## src/rtl/dsi_multilane_dac_tx_if.sv

```systemverilog
// Packet-word stream into the multi-lane DSI DAC transmitter.
interface dsi_multilane_dac_tx_if #(
  parameter int unsigned LANES = 2
) ();
  logic [LANES*8-1:0] s_data;
  logic               s_valid;
  logic               s_last;
  logic               s_ready;

  modport master (output s_data, output s_valid, output s_last, input  s_ready);
  modport slave  (input  s_data, input  s_valid, input  s_last, output s_ready);
endinterface

```

## src/rtl/dsi_multilane_dac_tx.sv

```systemverilog
// Multi-lane DSI transmitter: LP-to-HS entry, LSB-first lane serialisation, trail/post,
// with every data and clock wire driven as a registered DAC code.
module dsi_multilane_dac_tx #(
  parameter int unsigned      LANES   = 2,
  parameter int unsigned      DAC_W   = 8,
  parameter int unsigned      T_LPX   = 4,
  parameter int unsigned      T_PREP  = 3,
  parameter int unsigned      T_ZERO  = 8,
  parameter int unsigned      T_TRAIL = 4,
  parameter int unsigned      T_POST  = 4,
  parameter logic [DAC_W-1:0] LP_HI   = DAC_W'(8'hFF),
  parameter logic [DAC_W-1:0] LP_LO   = DAC_W'(8'h00),
  parameter logic [DAC_W-1:0] HS_HI   = DAC_W'(8'h60),
  parameter logic [DAC_W-1:0] HS_LO   = DAC_W'(8'h40)
) (
  input  logic                   clk,
  input  logic                   rst,
  dsi_multilane_dac_tx_if.slave  src,
  output logic [LANES*DAC_W-1:0] dac_p,
  output logic [LANES*DAC_W-1:0] dac_n,
  output logic [DAC_W-1:0]       clk_dac_p,
  output logic [DAC_W-1:0]       clk_dac_n,
  output logic                   busy,
  output logic                   underrun,
  output logic                   eot
);

  function automatic int unsigned max2(int unsigned a, int unsigned b);
    return (a > b) ? a : b;
  endfunction

  localparam int unsigned T_MAX = max2(max2(max2(T_LPX, T_PREP), max2(T_ZERO, T_TRAIL)),
                                       max2(T_POST, 8));
  localparam int unsigned CW = $clog2(T_MAX + 1);
  localparam int unsigned DW = LANES * 8;
  localparam logic [7:0]  SYNC_WORD = 8'hB8;

  typedef enum logic [2:0] {IDLE, LP01, LP00, HS_ZERO, SYNC, DATA, TRAIL, POST} state_t;

  state_t                   state_q, state_d;
  logic [CW-1:0]            cnt_q, cnt_d;
  logic [DW-1:0]            sh_q, sh_d;
  logic                     last_q, last_d;
  logic [LANES-1:0]         lbit_q, lbit_d;
  logic                     ph_q, ph_d;
  logic                     ready_q, ready_d;
  logic                     ur_d, eot_d, busy_d;
  logic [LANES*DAC_W-1:0]   dp_d, dn_d;
  logic [DAC_W-1:0]         cp_d, cn_d;

  assign src.s_ready = ready_q;

  // State, timing counter, datapath and registered outputs.
  always_ff @(posedge clk or negedge rst) begin
    if (!rst) begin
      state_q   <= IDLE;
      cnt_q     <= '0;
      sh_q      <= '0;
      last_q    <= 1'b0;
      lbit_q    <= '0;
      ph_q      <= 1'b0;
      ready_q   <= 1'b0;
      underrun  <= 1'b0;
      eot       <= 1'b0;
      busy      <= 1'b0;
      dac_p     <= {LANES{LP_HI}};
      dac_n     <= {LANES{LP_HI}};
      clk_dac_p <= LP_HI;
      clk_dac_n <= LP_HI;
    end else begin
      state_q   <= state_d;
      cnt_q     <= cnt_d;
      sh_q      <= sh_d;
      last_q    <= last_d;
      lbit_q    <= lbit_d;
      ph_q      <= ph_d;
      ready_q   <= ready_d;
      underrun  <= ur_d;
      eot       <= eot_d;
      busy      <= busy_d;
      dac_p     <= dp_d;
      dac_n     <= dn_d;
      clk_dac_p <= cp_d;
      clk_dac_n <= cn_d;
    end
  end

  // Next state plus the codes for the cycle that state will occupy.
  always_comb begin
    logic          acc;
    logic [CW-1:0] cnt_dec;
    logic [2:0]    bidx;
    logic          lb;

    state_d = state_q;
    cnt_d   = cnt_q;
    sh_d    = sh_q;
    last_d  = last_q;
    lbit_d  = lbit_q;
    ph_d    = ~ph_q;
    ur_d    = 1'b0;
    eot_d   = 1'b0;
    dp_d    = {LANES{LP_HI}};
    dn_d    = {LANES{LP_HI}};
    cp_d    = LP_HI;
    cn_d    = LP_HI;
    acc     = ready_q & src.s_valid;
    cnt_dec = cnt_q - CW'(1);
    bidx    = 3'd0;
    lb      = 1'b0;

    unique case (state_q)
      // In IDLE the counter is the LP-11 hold timer; it saturates at zero.
      IDLE: begin
        if (cnt_q != '0) begin
          cnt_d = cnt_dec;
        end else if (src.s_valid) begin
          state_d = LP01;
          cnt_d   = CW'(T_LPX - 1);
        end
      end
      LP01: begin
        cnt_d = cnt_dec;
        if (cnt_q == '0) begin
          state_d = LP00;
          cnt_d   = CW'(T_PREP - 1);
        end
      end
      LP00: begin
        cnt_d = cnt_dec;
        if (cnt_q == '0) begin
          state_d = HS_ZERO;
          cnt_d   = CW'(T_ZERO - 1);
          ph_d    = 1'b1;
        end
      end
      HS_ZERO: begin
        cnt_d = cnt_dec;
        if (cnt_q == '0) begin
          state_d = SYNC;
          cnt_d   = CW'(7);
        end
      end
      SYNC, DATA: begin
        cnt_d = cnt_dec;
        if (cnt_q == '0) begin
          if (state_q == DATA && last_q) begin
            state_d = TRAIL;
            cnt_d   = CW'(T_TRAIL - 1);
          end else if (acc) begin
            state_d = DATA;
            cnt_d   = CW'(7);
            sh_d    = src.s_data;
            last_d  = src.s_last;
          end else begin
            state_d = TRAIL;
            cnt_d   = CW'(T_TRAIL - 1);
            ur_d    = 1'b1;
          end
        end
      end
      TRAIL: begin
        cnt_d = cnt_dec;
        if (cnt_q == '0) begin
          state_d = POST;
          cnt_d   = CW'(T_POST - 1);
        end
      end
      POST: begin
        cnt_d = cnt_dec;
        if (cnt_q == '0) begin
          state_d = IDLE;
          cnt_d   = CW'(T_LPX - 1);
          eot_d   = 1'b1;
        end
      end
      default: state_d = IDLE;
    endcase

    bidx = ~3'(cnt_d);
    for (int unsigned k = 0; k < LANES; k++) begin
      lb = (state_d == SYNC) ? SYNC_WORD[bidx] : sh_d[k*8 + 32'(bidx)];
      if (state_d == SYNC || state_d == DATA) lbit_d[k] = lb;
      unique case (state_d)
        LP01:       begin dp_d[k*DAC_W +: DAC_W] = LP_LO; dn_d[k*DAC_W +: DAC_W] = LP_HI; end
        LP00:       begin dp_d[k*DAC_W +: DAC_W] = LP_LO; dn_d[k*DAC_W +: DAC_W] = LP_LO; end
        HS_ZERO:    begin dp_d[k*DAC_W +: DAC_W] = HS_LO; dn_d[k*DAC_W +: DAC_W] = HS_HI; end
        SYNC, DATA: begin
          dp_d[k*DAC_W +: DAC_W] = lb ? HS_HI : HS_LO;
          dn_d[k*DAC_W +: DAC_W] = lb ? HS_LO : HS_HI;
        end
        TRAIL:      begin
          dp_d[k*DAC_W +: DAC_W] = lbit_d[k] ? HS_LO : HS_HI;
          dn_d[k*DAC_W +: DAC_W] = lbit_d[k] ? HS_HI : HS_LO;
        end
        default:    begin dp_d[k*DAC_W +: DAC_W] = LP_HI; dn_d[k*DAC_W +: DAC_W] = LP_HI; end
      endcase
    end

    unique case (state_d)
      IDLE:    begin cp_d = LP_HI; cn_d = LP_HI; end
      LP01:    begin cp_d = LP_LO; cn_d = LP_HI; end
      LP00:    begin cp_d = LP_LO; cn_d = LP_LO; end
      default: begin cp_d = ph_d ? HS_HI : HS_LO; cn_d = ph_d ? HS_LO : HS_HI; end
    endcase

    ready_d = (cnt_d == '0) && ((state_d == SYNC) || (state_d == DATA && !last_d));
    busy_d  = (state_d != IDLE);
  end

endmodule

```

## src/flat_wrapper.sv

```systemverilog
// flat-port wrapper written by rule: the top's interface ports become plain ports
module dsi_multilane_dac_tx_flat 
#(
  parameter int unsigned      LANES   = 2,
  parameter int unsigned      DAC_W   = 8,
  parameter int unsigned      T_LPX   = 4,
  parameter int unsigned      T_PREP  = 3,
  parameter int unsigned      T_ZERO  = 8,
  parameter int unsigned      T_TRAIL = 4,
  parameter int unsigned      T_POST  = 4,
  parameter logic [DAC_W-1:0] LP_HI   = DAC_W'(8'hFF),
  parameter logic [DAC_W-1:0] LP_LO   = DAC_W'(8'h00),
  parameter logic [DAC_W-1:0] HS_HI   = DAC_W'(8'h60),
  parameter logic [DAC_W-1:0] HS_LO   = DAC_W'(8'h40)
)
  (clk, rst, dac_p, dac_n, clk_dac_p, clk_dac_n, busy, underrun, eot, src_s_data, src_s_valid, src_s_last, src_s_ready);
  dsi_multilane_dac_tx_if #(.LANES(LANES)) src_i ();
  input  logic clk;
  input  logic rst;
  output logic [LANES*DAC_W-1:0] dac_p;
  output logic [LANES*DAC_W-1:0] dac_n;
  output logic [DAC_W-1:0] clk_dac_p;
  output logic [DAC_W-1:0] clk_dac_n;
  output logic busy;
  output logic underrun;
  output logic eot;
  input wire logic [$bits(src_i.s_data)-1:0] src_s_data;
  input wire logic [$bits(src_i.s_valid)-1:0] src_s_valid;
  input wire logic [$bits(src_i.s_last)-1:0] src_s_last;
  output wire logic [$bits(src_i.s_ready)-1:0] src_s_ready;
  assign src_i.s_data = src_s_data;
  assign src_i.s_valid = src_s_valid;
  assign src_i.s_last = src_s_last;
  assign src_s_ready = src_i.s_ready;
  dsi_multilane_dac_tx #(.LANES(LANES), .DAC_W(DAC_W), .T_LPX(T_LPX), .T_PREP(T_PREP), .T_ZERO(T_ZERO), .T_TRAIL(T_TRAIL), .T_POST(T_POST), .LP_HI(LP_HI), .LP_LO(LP_LO), .HS_HI(HS_HI), .HS_LO(HS_LO)) u_core (.clk(clk), .rst(rst), .src(src_i), .dac_p(dac_p), .dac_n(dac_n), .clk_dac_p(clk_dac_p), .clk_dac_n(clk_dac_n), .busy(busy), .underrun(underrun), .eot(eot));
endmodule
```

## config.mk

```make
export PLATFORM = sky130hd
export DESIGN_NAME = dsi_multilane_dac_tx_flat
export DESIGN_NICKNAME = d
export VERILOG_FILES = /design/src/rtl/dsi_multilane_dac_tx_if.sv /design/src/rtl/dsi_multilane_dac_tx.sv /design/src/flat_wrapper.sv
export SDC_FILE = /design/constraint.sdc
export NUM_CORES = 1
export LEC_CHECK = 0
export ABC_AREA = 1
export ABC_CLOCK_PERIOD_IN_PS = 1900
export BUFFER_PORTS_ARGS = -buffer_cell sky130_fd_sc_hd__buf_4
export CORE_AREA = 2 2 83 85
export DETAILED_ROUTE_END_ITERATION = 10
export DIE_AREA = 0 0 85 87
export PLACE_DENSITY = 0.76
export SYNTH_ARGS = -nofsm -noshare
export SYNTH_HDL_FRONTEND = slang
export SYNTH_SLANG_ARGS = --single-unit
```

## constraint.sdc

```tcl
create_clock -name clk -period 1.9 [get_ports clk]
set_clock_uncertainty 0.1 [all_clocks]
set_input_delay 0.38 -clock clk [delete_from_list [all_inputs] [get_ports clk]]
set_output_delay 0.38 -clock clk [all_outputs]
set_load 0.005 [all_outputs]
```

==> metrics.cfg, run 1 <==
[status]
outcome=finished with violations
violations=setup timing

[layout]
drive_above_1_share_pct=56.4
finalNetCount=412
final_cells=472
area_growth_pct=46.6
diodes=0

[floorplanning]
num_rows=30
ioPinCount=72
core_sq_um=6570
initial_core_util_pct=38.1
fp.dieArea_sq_um=7400
die_w_um=85
die-height_um=87

[drt]
ant_nets=0
drc=0
initialDrtViolationCount=237
wl_mm=7.03
num_vias=2347
firstDrtPassIters=5
wl_per_cell_um=14.9
via_per_inst=4.97

[pwr]
powerDensity_nw_per_um2=1740
vdd_drop_max_uv=897
clock_power_share_pct=9.7
swShare_pct=45.3
p_int_uw=3490
p_seq_share_pct=25.2
finalPower_uw=6380
comb_power_share_pct=65.1
p_sw_uw=2890
p_leak_uw=0.00186

[sta]
slew_headroom_pct=61.6
setup_violations=11
fmax_mhz=484
slew_viol_final=0
post-route-period-util_pct=109
grt_setup_unrepaired=yes
period_needed_ns=2.07
hold_slack_ns=0.241
setup_slack_ns=-0.167
final-hold-violation-count=0
tightest_slew_ns=0.576

[setup_path]
worstSetupPathType=reg2reg
crit_chain=inv_2 > ha_4 > nand2_8 > buf_4 > nand2_1 > nand2_1 > nand2_2 > nor2_2 > nor2_2 > nand3_2 > nand3_4 > o211ai_1
crit_fanout=8
critPathMaxStageDelay_ns=0.40
cpMaxStageDelayCell=dfrtp_1
cp.arrival_ns=2.15
rrSetupSlack_ns=-0.17
start_kind=flip-flop
end_kind=flip-flop
worstPathRequired_ns=1.98

[global_routing]
grt_max_degree=46
grt_usage_pct=17.0
overflow=0
antenna_found_initial=0
grt_pass1_vias=2108
grt_pass1_wl_mm=9.96

[yosys]
async_flop_share_pct=100
synth_edf_count=0
mappedNetlistNets=323
ys_seq_elements=45
ys_warn_count=0
syn_area_per_cell_sq_um=8.29
postSynthCellCount=302
ys_seq_area_share_pct=45.7
synth_cell_type_count=29
syn_area_sq_um=2500
yosys_most_used_dff=dfrtp_1

[placement]
gp_congestion=0.843
dp_hpwl_mm=4.23
dpl.cell_count=450
port_buffers=71

[worst_hold_path]
holdCritPathClass=in2reg

[clocking]
cts_tree=done
cts_made_buffers=5
htreeDepth=2
clk_latency_ns=0.31
cts_root_buf=clkbuf_8
cts.clk_slew.worst_paths_ns=0.09
clock-sinks=45
cts_buffer_depth=2

[job]
max_cap_violations=0

-- metrics by stage --
| stage | TNS (ns) | worst slack, ns | cell area, sq um | util, % |
|---|---|---|---|---|
| after floorplan | 0 | 0.0272 | 2520 | - |
| after global placement | -0.392 | -0.0863 | 3150 | 48.0 |
| after detailed placement | -1.61 | -0.179 | 3150 | 48.0 |
| after CTS | -0.447 | -0.0806 | 3390 | 51.6 |
| after global routing | -2.44 | -0.316 | 3670 | 55.9 |
| final | -0.985 | -0.167 | 3670 | 55.9 |
-- layout make-up --
type | instances | area, sq um
Multi-Input combinational cell | 173 | 1220
Clock buffer | 5 | 68.8
Sequential cell | 45 | 1140
Fill cell | 510 | 2900
Timing Repair Buffer | 119 | 936
Tap cell | 80 | 100
Inverter | 47 | 176
Clock inverter | 3 | 20.0
-- worst paths after layout --
path,start,end,cells past startpoint
setup / recovery,u_core.cnt_q[0]$_DFF_PN0_,u_core.lbit_q[1]$_DFF_PN0_,12
hold / removal,src_s_data[15],u_core.sh_q[15]$_DFF_PN0_,3
setup reg to reg,u_core.cnt_q[0]$_DFF_PN0_,u_core.lbit_q[1]$_DFF_PN0_,12
hold reg to reg,u_core.sh_q[1]$_DFF_PN0_,u_core.sh_q[1]$_DFF_PN0_,2
max in group asynchronous,rst,u_core.state_q[0]$_DFF_PN0_,2
min in group asynchronous,rst,u_core.sh_q[9]$_DFF_PN0_,2
-- worst max-delay path: cells and delay by family (launching register included) --
kind	cells	cell delay (ns)
simple gates	8	0.89
flops	1	0.40
buf+inv	2	0.26
fa+ha+maj	1	0.17
compound gates	1	0.12
-- sequential cells by signal, summed over array words and instances (netlist names), 2 cells and up --
signal	count
u_core.sh_q	16
u_core.cnt_q	4
u_core.dac_n	4
u_core.dac_p	4
u_core.clk_dac_n	3
u_core.clk_dac_p	3
u_core.state_q	3
u_core.lbit_q	2
-- layout by cell type (no fill, tap or decap) --
master,synthesis,routed
inv_4,0,2
xnor2_1,1,1
dfstp_2,14,14
o21ai_4,0,1
xor2_1,1,1
dfrtp_2,0,1
o22ai_2,0,1
nand4_1,7,7
nand2_4,3,4
o21ai_2,0,1
a211oi_2,0,1
dfrtp_1,31,30
nand2_1,69,48
nor3_4,0,1
nor2_2,2,8
nand3_4,0,3
a21oi_1,7,2
o21ai_1,3,3
nor2_1,21,10
xor2_4,1,1
nand2_2,1,20
nand3_2,0,13
clkbuf_8,0,5
buf_6,2,4
nand3b_1,8,8
dlygate4sd3_1,0,1
o211ai_1,2,2
clkinvlp_4,0,1
inv_1,44,41
buf_12,0,2
buf_4,35,112
nand3_1,31,15
o21ai_0,3,1
nor2_4,5,10
inv_2,3,6
ha_4,0,1
nand3b_4,1,1
nand2_8,0,3
a21oi_2,0,5
o31ai_1,1,1
-- power by group through the flow --
| stage | combinational [uW] | clock (uW) | sequential (uW) |
|---|---|---|---|
| after floorplan | 1990 | 0 | 1590 |
| after global placement | 3060 | 0 | 1580 |
| after detailed placement | 3150 | 0 | 1590 |
| after CTS | 3380 | 619 | 1590 |
| after global routing | 4480 | 661 | 1640 |
| final | 4150 | 616 | 1610 |
-- Yosys cell counts, drive strengths merged (2+ instances only) --
master	count	area, sq um
o211ai	2	15.0
dfstp	14	368
nor2	28	148
inv	47	176
xor2	2	36.3
nand3	31	155
nand4	7	43.8
buf	39	295
nand2	73	299
a21oi	7	35.0
nand3b	9	80.1
dfrtp	31	776
o21ai	6	30.0
-- cells by family (layout without fill, tap and decap cells) --
family | count (synthesis) | after routing | share of synthesized area, %
xor gates and xnor gates | 3 | 3 | 1.80
and+or+nand+nor | 149 | 151 | 29.2
DFF | 45 | 45 | 45.7
buffers and inverters | 86 | 174 | 18.8
adders and majority gates | 1 | 1 | 0.499
AOI/OAI and AO/OA | 18 | 18 | 4.05
-- metal layers --
layer	part of all wire, %	up-vias	wire (um)	track usage [%]
met4	4.4	0	307	7.65
met2	50	118	3540	28.3
li1	-	1095	-	-
met3	5.8	32	407	2.94
met5	0	-	0	0
met1	40	1102	2780	21.5
-- repair_timing --
item / CTS / global route
buffers inserted: 9 / 3
pin swaps: 10 / 30
setup endpoints to repair: 16 / 18
gates resized for setup: 12 / 73
gates cloned: 2 / 1
endpoints found under the hold margin: 31 / 0
hold buffers: 1 / 0
No activity file was read; power rests on OpenSTA's default activity.
==> run 2, diff against run 1 <==
==> constraint.sdc (replaced) <==
create_clock -name clk -period 1.9 [get_ports clk]
set_clock_uncertainty 0.1 [all_clocks]
set_input_delay 0.095 -clock clk [delete_from_list [all_inputs] [get_ports clk]]
set_output_delay 0.095 -clock clk [all_outputs]
set_load 0.005 [all_outputs]
==> metrics.cfg, run 2 (synthesized netlist as in run 1, its figures left out) <==
[worst_hold_path]
holdCritPathClass=in2reg  ; unchanged

[layout]
regMostFlops=u_core.sh_q  ; unchanged
area_growth_pct=45.3  ; was 46.6%
final_common_cell=buf_4  ; unchanged
final_area_sq_um=3640  ; was 3670 sq um
nFillCells=508  ; was 510
finalNetCount=419  ; was 412
mostFrequentLayoutCells=buf_4 (115), nand2_1 (55), inv_1 (40), dfrtp_1 (28), nand3_1 (21)  ; was buf_4 (112), nand2_1 (48), inv_1 (41), dfrtp_1 (30), nand2_2 (20)
drive_above_1_share_pct=51.6  ; was 56.4%
largest_reg_flops=16  ; unchanged
diodes=0  ; unchanged

[pwr]
clock_power_share_pct=11.8  ; was 9.7%
p_sw_uw=2730  ; was 2890 uW
p_seq_share_pct=25.3  ; was 25.2%
finalPower_uw=6330  ; was 6380 uW
p_leak_uw=0.00188  ; was 0.00186 uW
p_int_uw=3600  ; was 3490 uW
swShare_pct=43.1  ; was 45.3%
powerDensity_nw_per_um2=1740  ; about the same
vdd_drop_max_uv=974  ; was 897 uV
comb_power_share_pct=62.9  ; was 65.1%

[sta]
period_needed_ns=2.07  ; about the same
slew_viol_final=0  ; unchanged
setup_slack_ns=-0.165  ; was -0.167 ns
final-hold-violation-count=0  ; unchanged
grt_setup_unrepaired=yes  ; unchanged
slew_headroom_pct=62.1  ; was 61.6%
tightest_slew_ns=0.569  ; was 0.576 ns
post-route-period-util_pct=109  ; about the same
setup_violations=14  ; was 11
fmax_mhz=484  ; about the same

[drt]
ant_nets=0  ; unchanged
initialDrtViolationCount=161  ; was 237
wl_mm=6.75  ; was 7.03 mm
firstDrtPassIters=6  ; was 5
wl_per_cell_um=14.1  ; was 14.9 um
drc=0  ; unchanged
num_vias=2308  ; was 2347
via_per_inst=4.82  ; was 4.97

[clocking]
cts_buffer_depth=2  ; unchanged
cts_tree=done  ; unchanged
cts.clk_slew.worst_paths_ns=0.09  ; about the same
htreeDepth=2  ; unchanged
cts_made_buffers=5  ; unchanged
clk_latency_ns=0.31  ; about the same
clock-sinks=45  ; unchanged
cts_root_buf=clkbuf_8  ; unchanged

[global_routing]
antenna_found_initial=0  ; unchanged
overflow=0  ; unchanged
grt_max_degree=46  ; unchanged
grt_usage_pct=17.3  ; was 17.0%
grt_pass1_wl_mm=10.2  ; was 9.96 mm
grt_pass1_vias=2184  ; was 2108

[placement]
gp_congestion=0.847  ; was 0.843
port_buffers=71  ; unchanged
post_dp_cell_area_sq_um=3140  ; was 3150 sq um
dp_hpwl_mm=4.09  ; was 4.23 mm

[floorplanning]
num_rows=30  ; unchanged
core_sq_um=6570  ; unchanged
ioPinCount=72  ; unchanged
fp.dieArea_sq_um=7400  ; unchanged
die_w_um=85  ; unchanged
die-height_um=87  ; unchanged
initial_core_util_pct=38.1  ; unchanged

[status]
outcome=finished with violations  ; unchanged
violations=setup timing  ; unchanged

[setup_path]
cpMaxStageDelayCell=dfrtp_1  ; unchanged
critPathMaxStageDelay_ns=0.42  ; was 0.40 ns
cp_top_family=simple AND/OR/NAND/NOR gates  ; unchanged
crit_fanout=8  ; unchanged
crit_chain=inv_2 > ha_4 > nand2_8 > nor2_1 > nand2_1 > inv_1 > nor2_4 > nand2_1 > nor2_1 > nor2_1 > nand3_1 > nand3_2 > o211ai_1  ; was inv_2 > ha_4 > nand2_8 > buf_4 > nand2_1 > nand2_1 > nand2_2 > nor2_2 > nor2_2 > nand3_2 > nand3_4 > o211ai_1
start_kind=flip-flop  ; unchanged
cp.arrival_ns=2.16  ; was 2.15 ns
worstPathRequired_ns=1.99  ; was 1.98 ns
worstSetupPathType=reg2reg  ; unchanged
end_kind=flip-flop  ; unchanged
path_buf_inv=2  ; unchanged
crit_top_cell=nor2_1

[job]
max_cap_violations=0  ; unchanged

[run 2: cell count changes in the layout (fill, tap and decap cells not counted), moves of 4 or more]
cell / before / now
nand2_1: 48 / 55
nand3_2: 13 / 9
nand3_1: 15 / 21
nand2_2: 20 / 14
dlygate4sd3_1: 1 / 6
nor2_1: 10 / 15
[run 2: worst paths after layout]
check,depth (start not counted),slack [ns],end,from
max reg2reg,13,-0.17,u_core.lbit_q[0]$_DFF_PN0_,u_core.cnt_q[0]$_DFF_PN0_
max,13,-0.17,u_core.lbit_q[0]$_DFF_PN0_,u_core.cnt_q[0]$_DFF_PN0_
min reg2reg,2,0.38,u_core.sh_q[15]$_DFF_PN0_,u_core.sh_q[15]$_DFF_PN0_
min in group asynchronous,2,0.22,u_core.sh_q[1]$_DFF_PN0_,rst
max in group asynchronous,2,1.07,u_core.state_q[2]$_DFF_PN0_,rst
min,4,0.005,u_core.sh_q[8]$_DFF_PN0_,src_s_data[8]
[run 2: worst register-to-register path: cells and delay by family, from the launching register on]
kind                       cells  cell delay (ns)
AOI/OAI and AO/OA              1             0.10
adders and majority gates      1             0.17
buffers and inverters          2             0.20
DFF                            1             0.42
and+or+nand+nor                9             0.96
[run 2: power groups by stage]
stage          registers [uW]  clock network [uW]  logic [uW]
5_1_grt                  1650                 789        4260
3_3_place_gp             1580                   0        3050
6_report                 1600                 745        3980
4_1_cts                  1590                 751        3450
3_5_place_dp             1580                   0        3140
2_1_floorplan            1590                   0        1990
[run 2: final cells by class]
class / instances / area, sq um / area share (%)
clock buffer: 5 / 68.8 / 1.89
clock inverter: 3 / 46.3 / 1.27
inverter: 47 / 176 / 4.85
multi-input combinational: 172 / 1090 / 30.0
sequential: 45 / 1150 / 31.5
tap: 80 / 100 / 2.75
timing repair buffer: 127 / 1010 / 27.7
[run 2: per-stage QoR]
stage          setup TNS, ns  hold WS, ns  setup WS [ns]  util [%]  std cells
3_5_place_dp           -1.56       0.0292         -0.160      47.7        448
4_1_cts               -0.244       0.0119        -0.0675      53.2        475
5_1_grt                -2.23       0.0157         -0.254      55.4        479
3_3_place_gp          -0.382       0.0197        -0.0858      47.7        448
6_report              -0.981      0.00542         -0.165      55.4        479
2_1_floorplan              0       -0.301         0.0272         -        302
[run 2: per-layer routing]
metal | share of wire (%) | up-vias | global-route usage, %
met4 | 2.6 | 0 | 7.79
met2 | 51 | 94 | 28.7
met5 | 0 | - | 0
li1 | - | 1101 | -
met3 | 6.1 | 18 | 3.13
met1 | 40 | 1095 | 22.1
[run 2: what timing repair did]
action,in CTS,in global routing
hold buffers,6,0
gates resized for setup,19,40
setup buffers,11,6
endpoints found under the hold margin,36,0
cloned,2,0
setup endpoints to repair,16,18
pin swaps,8,24
==> run 3, diff against run 2 <==
==> constraint.sdc (replaced) <==
create_clock -name clk -period 1.9 [get_ports clk]
set_clock_uncertainty 0.1 [all_clocks]
set_input_delay 0.285 -clock clk [delete_from_list [all_inputs] [get_ports clk]]
set_output_delay 0.285 -clock clk [all_outputs]
set_load 0.005 [all_outputs]
==> metrics.cfg, run 3 (synthesized netlist as in run 1, its figures left out) <==
[status]
outcome=finished with violations  ; unchanged
violations=setup timing  ; unchanged

[sta]
finalSetupTns_ns=-1.01  ; was -0.981 ns
fmax_mhz=482  ; was 484 MHz
tightest_slew_ns=0.563  ; was 0.569 ns
setup_violations=13  ; was 14
slew_headroom_pct=62.5  ; was 62.1%
period_needed_ns=2.07  ; about the same
final-hold-violation-count=0  ; unchanged
slew_viol_final=0  ; unchanged
setup_slack_ns=-0.173  ; was -0.165 ns
post-route-period-util_pct=109  ; about the same
grt_setup_unrepaired=yes  ; unchanged

[setup_path]
cpMaxStageDelayCell=dfrtp_1  ; unchanged
path_buf_inv=3  ; was 2
end_kind=flip-flop  ; unchanged
cp.arrival_ns=2.16  ; about the same
reg2reg_depth=13  ; unchanged
r2r-start=u_core.cnt_q[0]$_DFF_PN0_  ; unchanged
critPathMaxStageDelay_ns=0.41  ; was 0.42 ns
crit_fanout=8  ; unchanged
reg2reg_to=u_core.lbit_q[0]$_DFF_PN0_  ; unchanged
rrSetupSlack_ns=-0.17  ; about the same
start_kind=flip-flop  ; unchanged
cp_top_family=simple AND/OR/NAND/NOR gates  ; unchanged
worstPathRequired_ns=1.99  ; about the same
worstSetupPathType=reg2reg  ; unchanged
crit_chain=inv_2 > ha_4 > nand2_8 > nor2_4 > buf_4 > buf_16 > nand3b_1 > nand2_1 > nor2_1 > nor2_1 > nand3_2 > nand3_2 > o211ai_1  ; was inv_2 > ha_4 > nand2_8 > nor2_1 > nand2_1 > inv_1 > nor2_4 > nand2_1 > nor2_1 > nor2_1 > nand3_1 > nand3_2 > o211ai_1

[drt]
met3_wirelength_um=435  ; was 414 um
wl_per_cell_um=13.7  ; was 14.1 um
wl_mm=6.61  ; was 6.75 mm
top_layer=met4  ; unchanged
ant_nets=0  ; unchanged
num_vias=2284  ; was 2308
via_per_inst=4.75  ; was 4.82
firstDrtPassIters=6  ; unchanged
initialDrtViolationCount=166  ; was 161
met1_length_mm=2.70  ; was 2.69 mm
route.met2.wl_mm=3.29  ; was 3.47 mm
drc=0  ; unchanged

[clocking]
cts_root_buf=clkbuf_8  ; unchanged
clock-sinks=45  ; unchanged
cts_tree=done  ; unchanged
cts.clk_slew.worst_paths_ns=0.09  ; about the same
cts_made_buffers=5  ; unchanged
clk_latency_ns=0.31  ; about the same
htreeDepth=2  ; unchanged
cts_buffer_depth=2  ; unchanged

[floorplanning]
die_w_um=85  ; unchanged
num_rows=30  ; unchanged
die-height_um=87  ; unchanged
ioPinCount=72  ; unchanged
initial_core_util_pct=38.1  ; unchanged
fp.dieArea_sq_um=7400  ; unchanged
core_sq_um=6570  ; unchanged

[layout]
mostFrequentLayoutCells=buf_4 (122), nand2_1 (60), inv_1 (41), dfrtp_1 (28), nand3_1 (21)  ; was buf_4 (115), nand2_1 (55), inv_1 (40), dfrtp_1 (28), nand3_1 (21)
nFillCells=519  ; was 508
final_common_cell=buf_4  ; unchanged
regMostFlops=u_core.sh_q  ; unchanged
finalNetCount=421  ; was 419
area_growth_pct=43.5  ; was 45.3%
largest_reg_flops=16  ; unchanged
drive_above_1_share_pct=50.1  ; was 51.6%
final_cells=481  ; was 479
final_area_sq_um=3590  ; was 3640 sq um
diodes=0  ; unchanged

[worst_hold_path]
min_from=src_s_data[15]  ; was src_s_data[8]
min_path_cells=3  ; was 4
holdCritPathClass=in2reg  ; unchanged
min_to=u_core.sh_q[15]$_DFF_PN0_  ; was u_core.sh_q[8]$_DFF_PN0_

[placement]
dp_hpwl_mm=4.09  ; unchanged
place_ws_ns=-0.160  ; unchanged
gp_congestion=0.847  ; unchanged
post_dp_cell_area_sq_um=3140  ; unchanged
port_buffers=71  ; unchanged
dpl.cell_count=448  ; unchanged

[pwr]
p_leak_uw=0.00192  ; was 0.00188 uW
vdd_drop_max_uv=960  ; was 974 uV
powerDensity_nw_per_um2=1730  ; was 1740 nW/um^2

[global_routing]
overflow=0  ; unchanged
grt_pass1_vias=2129  ; was 2184
antenna_found_initial=0  ; unchanged
grt_usage_pct=16.7  ; was 17.3%
grt_max_degree=46  ; unchanged
grt_pass1_wl_mm=9.86  ; was 10.2 mm

[job]
max_cap_violations=0  ; unchanged

==> run 3: routing by layer <==
| metal | vias to the layer above | track usage [%] |
|---|---|---|
| met5 | - | 0 |
| met4 | 0 | 7.07 |
| met3 | 19 | 3.32 |
| met2 | 92 | 28.2 |
| met1 | 1069 | 20.9 |
| li1 | 1104 | - |
==> run 3: stage by stage <==
| stage | util (%) | hold slack [ns] | power [uW] |
|---|---|---|---|
| after global placement | 47.7 | 0.210 | 4630 |
| after detailed placement | 47.7 | 0.219 | 4720 |
| after global routing | 54.7 | 0.157 | 6630 |
| after floorplan | - | -0.111 | 3580 |
| final | 54.7 | 0.142 | 6230 |
| after CTS | 52.4 | 0.146 | 5770 |
==> run 3: where the power goes <==
group	leakage, uW	switching [uW]	internal [uW]
clock	0.0000543	355	394
sequential	0.000513	211	1370
combinational	0.00135	2060	1830
==> run 3: worst max-delay path by stage <==
| stage | slack [ns] | start | depth (start not counted) | to |
|---|---|---|---|---|
| after detailed placement | -0.16 | u_core.cnt_q[0]$_DFF_PN0_ | 13 | u_core.dac_n[13]$_DFF_PN1_ |
| after global placement | -0.09 | u_core.cnt_q[0]$_DFF_PN0_ | 13 | u_core.dac_n[5]$_DFF_PN1_ |
| after floorplan | 0.03 | u_core.cnt_q[0]$_DFF_PN0_ | 12 | u_core.lbit_q[0]$_DFF_PN0_ |
| after CTS | -0.07 | u_core.cnt_q[0]$_DFF_PN0_ | 13 | u_core.lbit_q[1]$_DFF_PN0_ |
| final | -0.17 | u_core.cnt_q[0]$_DFF_PN0_ | 13 | u_core.lbit_q[0]$_DFF_PN0_ |
| after global routing | -0.25 | u_core.cnt_q[0]$_DFF_PN0_ | 10 | u_core.dac_p[5]$_DFF_PN1_ |
==> run 3: repair_timing <==
item / CTS / global route
gates resized for setup: 19 / 26
endpoints found under the hold margin: 31 / 0
hold buffers: 1 / 0
setup buffers: 11 / 12
gates cloned: 2 / 0
pin swaps: 8 / 15
endpoints found under the setup margin: 16 / 17
==> run 3: cell type report <==
cell class / count / area (sq um) / area share [%]
Timing Repair Buffer: 129 / 1020 / 28.3
Clock buffer: 5 / 68.8 / 1.91
Tap cell: 80 / 100 / 2.78
Clock inverter: 3 / 46.3 / 1.29
Inverter: 47 / 176 / 4.91
Sequential cell: 45 / 1150 / 31.9
Multi-Input combinational cell: 172 / 1040 / 28.9
==> run 3: worst min-delay path: cells and delay by family <==
family                 cells  cell delay (ns)
AND/OR/NAND/NOR            2             0.15
buffers and inverters      1             0.08
